===== config.mk =====
export PLATFORM = sky130hd
export DESIGN_NAME = cache_refill_arbiter
export DESIGN_NICKNAME = d
export VERILOG_FILES = /design/src/rtl/cache_refill_arbiter.sv
export SDC_FILE = /design/constraint.sdc
export NUM_CORES = 1
export LEC_CHECK = 0
export CAP_MARGIN = 40
export CORE_MARGIN = 1
export CORE_UTILIZATION = 45
export CTS_CLUSTER_SIZE = 20
export DETAILED_ROUTE_END_ITERATION = 6
export PLACE_DENSITY = 0.92
export SYNTH_ARGS = -nofsm -noshare
export SYNTH_HDL_FRONTEND = slang
export SYNTH_SLANG_ARGS = --single-unit

===== constraint.sdc =====
create_clock -name clk -period 14.71 [get_ports clk]
set_input_delay 4.413 -clock clk [delete_from_list [all_inputs] [get_ports clk]]
set_output_delay 4.413 -clock clk [all_outputs]
set_load 0.01 [all_outputs]

===== src/rtl/cache_refill_arbiter.sv =====
// Round-robin cache line refill engine: grants one of NUM_CH channels, reads
// LINE_WORDS consecutive words from the base or ext SRAM and returns the line.
module cache_refill_arbiter #(
  parameter int NUM_CH      = 2,
  parameter int LINE_WORDS  = 4,
  parameter int WAIT_CYCLES = 2
) (
  input  logic                     clk,
  input  logic                     rst,
  input  logic [NUM_CH-1:0]        req_valid,
  input  logic [NUM_CH*32-1:0]     req_addr,
  output logic [NUM_CH-1:0]        req_ready,
  output logic [32*LINE_WORDS-1:0] line_data,
  output logic                     base_ram_ce_n,
  output logic                     base_ram_oe_n,
  output logic                     base_ram_we_n,
  output logic [19:0]              base_ram_addr,
  input  logic [31:0]              base_ram_rdata,
  output logic                     ext_ram_ce_n,
  output logic                     ext_ram_oe_n,
  output logic                     ext_ram_we_n,
  output logic [19:0]              ext_ram_addr,
  input  logic [31:0]              ext_ram_rdata
);
  localparam int CH_W = (NUM_CH > 1) ? $clog2(NUM_CH) : 1;
  localparam int LW_W = $clog2(LINE_WORDS);
  localparam int WT_W = (WAIT_CYCLES > 1) ? $clog2(WAIT_CYCLES) : 1;

  typedef enum logic [2:0] {IDLE, REQ, WAIT, LOAD, RET} state_t;

  state_t          state_reg, state_next;
  logic [CH_W-1:0] grant_reg, grant_next;
  logic [CH_W-1:0] rr_ptr_reg, rr_ptr_next;
  logic            bank_reg, bank_next;
  logic [19:0]     line_base_reg, line_base_next;
  logic [LW_W-1:0] load_cnt_reg, load_cnt_next;
  logic [WT_W-1:0] wait_cnt_reg, wait_cnt_next;
  logic [19:0]     base_addr_reg, base_addr_next;
  logic [19:0]     ext_addr_reg, ext_addr_next;

  logic            found;
  logic [CH_W-1:0] pick;
  logic [31:0]     pick_addr;
  logic [19:0]     new_base;
  logic [19:0]     next_word;
  logic [31:0]     rdata_sel;
  logic            active;
  logic            unused_addr_bits;

  // First asserted channel at or after rr_ptr, wrapping modulo NUM_CH.
  always_comb begin
    found = 1'b0;
    pick  = '0;
    for (int k = 0; k < NUM_CH; k++) begin
      if (!found && req_valid[CH_W'((int'(rr_ptr_reg) + k) % NUM_CH)]) begin
        found = 1'b1;
        pick  = CH_W'((int'(rr_ptr_reg) + k) % NUM_CH);
      end
    end
  end

  assign pick_addr        = req_addr[32*pick +: 32];
  assign new_base         = {pick_addr[21:2+LW_W], {LW_W{1'b0}}};
  assign next_word        = line_base_reg + 20'(load_cnt_reg) + 20'd1;
  assign unused_addr_bits = ^{pick_addr[31:23], pick_addr[2 +: LW_W], pick_addr[1:0]};

  always_ff @(posedge clk or posedge rst) begin
    if (rst) begin
      state_reg     <= IDLE;
      grant_reg     <= '0;
      rr_ptr_reg    <= '0;
      bank_reg      <= 1'b0;
      line_base_reg <= '0;
      load_cnt_reg  <= '0;
      wait_cnt_reg  <= '0;
      base_addr_reg <= '0;
      ext_addr_reg  <= '0;
    end else begin
      state_reg     <= state_next;
      grant_reg     <= grant_next;
      rr_ptr_reg    <= rr_ptr_next;
      bank_reg      <= bank_next;
      line_base_reg <= line_base_next;
      load_cnt_reg  <= load_cnt_next;
      wait_cnt_reg  <= wait_cnt_next;
      base_addr_reg <= base_addr_next;
      ext_addr_reg  <= ext_addr_next;
    end
  end

  // The bank address register is loaded on entry to REQ so it is valid in REQ.
  always_comb begin
    state_next     = state_reg;
    grant_next     = grant_reg;
    rr_ptr_next    = rr_ptr_reg;
    bank_next      = bank_reg;
    line_base_next = line_base_reg;
    load_cnt_next  = load_cnt_reg;
    wait_cnt_next  = wait_cnt_reg;
    base_addr_next = base_addr_reg;
    ext_addr_next  = ext_addr_reg;
    case (state_reg)
      IDLE: begin
        if (found) begin
          grant_next     = pick;
          bank_next      = pick_addr[22];
          line_base_next = new_base;
          load_cnt_next  = '0;
          if (pick_addr[22]) ext_addr_next = new_base;
          else               base_addr_next = new_base;
          state_next     = REQ;
        end
      end
      REQ: begin
        wait_cnt_next = '0;
        state_next    = WAIT;
      end
      WAIT: begin
        wait_cnt_next = wait_cnt_reg + 1'b1;
        if (wait_cnt_reg == WT_W'(WAIT_CYCLES - 1)) state_next = LOAD;
      end
      LOAD: begin
        if (load_cnt_reg == LW_W'(LINE_WORDS - 1)) begin
          state_next = RET;
        end else begin
          load_cnt_next = load_cnt_reg + 1'b1;
          if (bank_reg) ext_addr_next = next_word;
          else          base_addr_next = next_word;
          state_next    = REQ;
        end
      end
      RET: begin
        rr_ptr_next = (grant_reg == CH_W'(NUM_CH - 1)) ? '0 : grant_reg + 1'b1;
        state_next  = IDLE;
      end
      default: state_next = IDLE;
    endcase
  end

  assign active        = (state_reg == REQ) || (state_reg == WAIT) || (state_reg == LOAD);
  assign base_ram_ce_n = !(active && !bank_reg);
  assign base_ram_oe_n = !(active && !bank_reg);
  assign base_ram_we_n = 1'b1;
  assign base_ram_addr = base_addr_reg;
  assign ext_ram_ce_n  = !(active && bank_reg);
  assign ext_ram_oe_n  = !(active && bank_reg);
  assign ext_ram_we_n  = 1'b1;
  assign ext_ram_addr  = ext_addr_reg;
  assign rdata_sel     = bank_reg ? ext_ram_rdata : base_ram_rdata;

  always_comb begin
    req_ready = '0;
    if (state_reg == RET) req_ready[grant_reg] = 1'b1;
  end

  // Line buffer: one register per word, doubling as the line_data output.
  genvar gi;
  generate
    for (gi = 0; gi < LINE_WORDS; gi++) begin : g_line
      logic [31:0] word_reg;
      always_ff @(posedge clk or posedge rst) begin
        if (rst)
          word_reg <= '0;
        else if (state_reg == LOAD && load_cnt_reg == LW_W'(gi))
          word_reg <= rdata_sel;
      end
      assign line_data[gi*32 +: 32] = word_reg;
    end
  endgenerate
endmodule


==> results_dict.tcl <==
set metrics [dict create \
    max_slew.worst_pin.slew_ns 0.851 \
    pwr_density_cell_nw_per_um2 229 \
    use_met1_pct 28.7 \
    netlist_area_sq_um 8410 \
    cts-buffers-inserted 17 \
    global_route.overflow_total 0 \
    endpoint_of_the_lowest_slack_register_to_register_path "base_ram_addr[18]" \
    coreArea_sq_um 18100 \
    drtPass1Iterations 7 \
    design.die.area_sq_um 19200 \
    via_per_inst 5.33 \
    timing.max_slew.rel_slack_pct 43.3 \
    violations "design-rule violations" \
    ctsLongestPathBuffers 2 \
    dominantRegCellSynth "dfrtp_1" \
    hold_depth 2 \
    start_util_pct 46.3 \
    worst_setup_hold_path_clk_slew_ns 0.07 \
    finish.utilization_pct 65.9 \
    critical_path_class "reg2out" \
    worst_slack_ns 7.90 \
    antenna_found_initial 0 \
    tritoncts "yes" \
    irDropWorstVdd_mv 0.131 \
    die_w_um 139 \
    finalHoldViolCount 0 \
    max_freq_mhz 147 \
    cts_resized 0 \
    power.static_leakage_nw 5.42 \
    worst_path_fanout_max 11 \
    vias_after_detailed_routing 6704 \
    worst_min_delay_path_class "reg2reg" \
    number_of_global_route_vias_before_repair 7007 \
    routabilityCongestion 0.803 \
    grt_start_max_net_pins 127 \
    ys_ff_latch 195 \
    holdBufCountCts 0 \
    report.final.slew_viol_count 0 \
    min_period_ns 6.81 \
    clock_tree.htree_level_count 4 \
    finalSetupViolations 0 \
    reg2regPathDepth 5 \
    post_synth_inst_count 758 \
    min_to "g_line[0].word_reg[22]" \
    ys_seq_area_share_pct 58.0 \
    tritoncts_sink_count 195 \
    dp_slack_ns 7.77 \
    antenna_cells_inserted 0 \
    timing.critical_path.from_type "flip-flop" \
    skew_ns 0.0170 \
    postSynthAreaPerCell_sq_um 11.1 \
    core.rowCount 49 \
    global_route.peak_usage_layer "met2" \
    place.port_buffers 278 \
    async_flop_share_pct 100 \
    rsz0062_at_grt "false" \
    postRouteAntennaNets 0 \
    gr-usage-all-layers_pct 24.8 \
    fin_crit_sh_pct 46.3 \
    hold_start "g_line[0].word_reg[22]" \
    postCtsSetupRepairBufs 0 \
    synth_edf_count 0 \
    worstPathRequired_ns 10.30 \
    routed_wire_length_per_instance_um 18.3 \
    first_iter_violations 300 \
    dp_hpwl_mm 16.7 \
    r2r-start "state_reg[0]" \
    ys.warnings.count 0 \
    max_cap_viol_count 0 \
    worst_setup_path_end_kind "primary output" \
    detail_route.drc_violations 16 \
    setup_total_negative_slack_ns 0 \
    cts_root_buf "clkbuf_16" \
    grt.met2_usage_pct 42.8 \
    grt_first_pass_wirelength_mm 37.4 \
    syn_to_final_growth_pct 42.3 \
    die-height_um 139 \
    cp.arrival_ns 2.39 \
    drive_above_1_share_pct 9.14 \
    boundaryPins 308 \
    rrSetupSlack_ns 12.06 \
    synth.distinct_cells 51 \
    largest_reg_flops 128 \
    finalNetCount 1152 \
    clk-insertion-delay-late_ns 0.43 \
    final_wirelength_mm 23.1 \
    run_status "finished, violations left" \
    grt_util_met3_pct 9.05 \
]
## layout by cell type (no fill, tap or decap), drive strengths merged, types with 2 or more instances in the layout
master / Yosys / layout
nor2: 30 / 30
a211oi: 5 / 5
inv: 6 / 15
mux2i: 61 / 61
and3: 5 / 5
nor3: 3 / 3
conb: 1 / 2
nor4: 3 / 3
nand3: 7 / 7
nand2b: 2 / 2
o21ai: 131 / 131
nand2: 142 / 142
clkinv: 0 / 3
dfrtp: 195 / 195
and4: 4 / 4
a311oi: 2 / 2
and2: 2 / 2
clkbuf: 28 / 20
clkdlybuf4s50: 0 / 278
ha: 4 / 4
xnor2: 7 / 7
xor2: 4 / 4
buf: 23 / 11
or2: 2 / 2
a21oi: 29 / 29
mux2: 41 / 41
nand4: 6 / 6
## metal layers
metal  vias to the layer above  share of wire, %
li1                       3116                 -
met1                      3304                39
met3                        31               8.5
met4                         0               2.0
met5                         -                 0
met2                       253                51
## logic make-up (layout without fill, tap and decap cells)
logic type / count (synthesis) / after routing / share of synthesized area [%]
flops: 195 / 195 / 58.0
simple gates: 210 / 210 / 10.9
xor+xnor: 11 / 11 / 1.15
buf+inv: 57 / 327 / 3.42
fa+ha+maj: 4 / 4 / 0.595
mux: 102 / 102 / 14.2
compound gates: 178 / 178 / 11.7
other cells: 1 / 2 / 0.0446
## per-stage QoR
step / hold WS (ns) / instance area [sq um] / std cells / power (mW)
finish: 0.476 / 12000 / 1258 / 2.74
global route: 0.498 / 12000 / 1258 / 2.90
CTS: 0.485 / 12000 / 1258 / 2.75
detailed placement: 0.469 / 11400 / 1226 / 2.29
global placement: 0.460 / 11300 / 1220 / 2.22
floorplan: 0.496 / 8410 / 759 / 1.62
## Yosys cell counts, types with 3 or more instances
library cell	instances	area (sq um)
xor2_1	4	35.0
ha_1	4	50.1
dfrtp_1	195	4880
mux2_4	33	495
buf_4	4	30.0
and4_1	4	35.0
clkbuf_1	28	105
inv_1	6	22.5
nor4_1	3	18.8
o21ai_0	131	656
nand2_1	140	526
buf_2	11	55.1
mux2_1	7	78.8
nor2_1	30	113
a211oi_1	5	37.5
nand3_1	7	35.0
a21oi_1	28	140
nand4_1	5	31.3
and3_1	5	31.3
mux2i_1	61	611
xnor2_1	7	61.3
buf_6	6	67.6
## area by class of cell
| type | instances | area [sq um] |
|---|---|---|
| Fill cell | 1335 | 6180 |
| Sequential cell | 195 | 4880 |
| Multi-Input combinational cell | 507 | 3260 |
| Timing Repair Buffer | 289 | 2940 |
| Clock buffer | 20 | 457 |
| Tap cell | 229 | 287 |
| Clock inverter | 12 | 109 |
| Inverter | 6 | 30.0 |
## report_power, final
| group | internal (mW) | switching [mW] |
|---|---|---|
| Clock | 0.233 | 0.214 |
| Combinational | 0.705 | 0.599 |
| Sequential | 0.797 | 0.191 |
## worst max path at each step
stage                     slack (ns)               to    startpoint
after floorplan                 4.98         bank_reg           rst
after global placement          7.80  ext_ram_addr[4]  req_valid[0]
after detailed placement        7.77  ext_ram_addr[9]  req_valid[0]
after CTS                       7.88     ext_ram_ce_n  state_reg[0]
after global routing            7.76     ext_ram_ce_n  state_reg[1]
final                           7.90     ext_ram_ce_n  state_reg[0]
## critical path, stage by stage, from the launching register on
cell and delay, ns:
dfrtp_1 0.63, and3b_1 0.60, o21ai_0 0.22, clkdlybuf4s50_1 0.52
No activity file was read; power rests on OpenSTA's default activity.
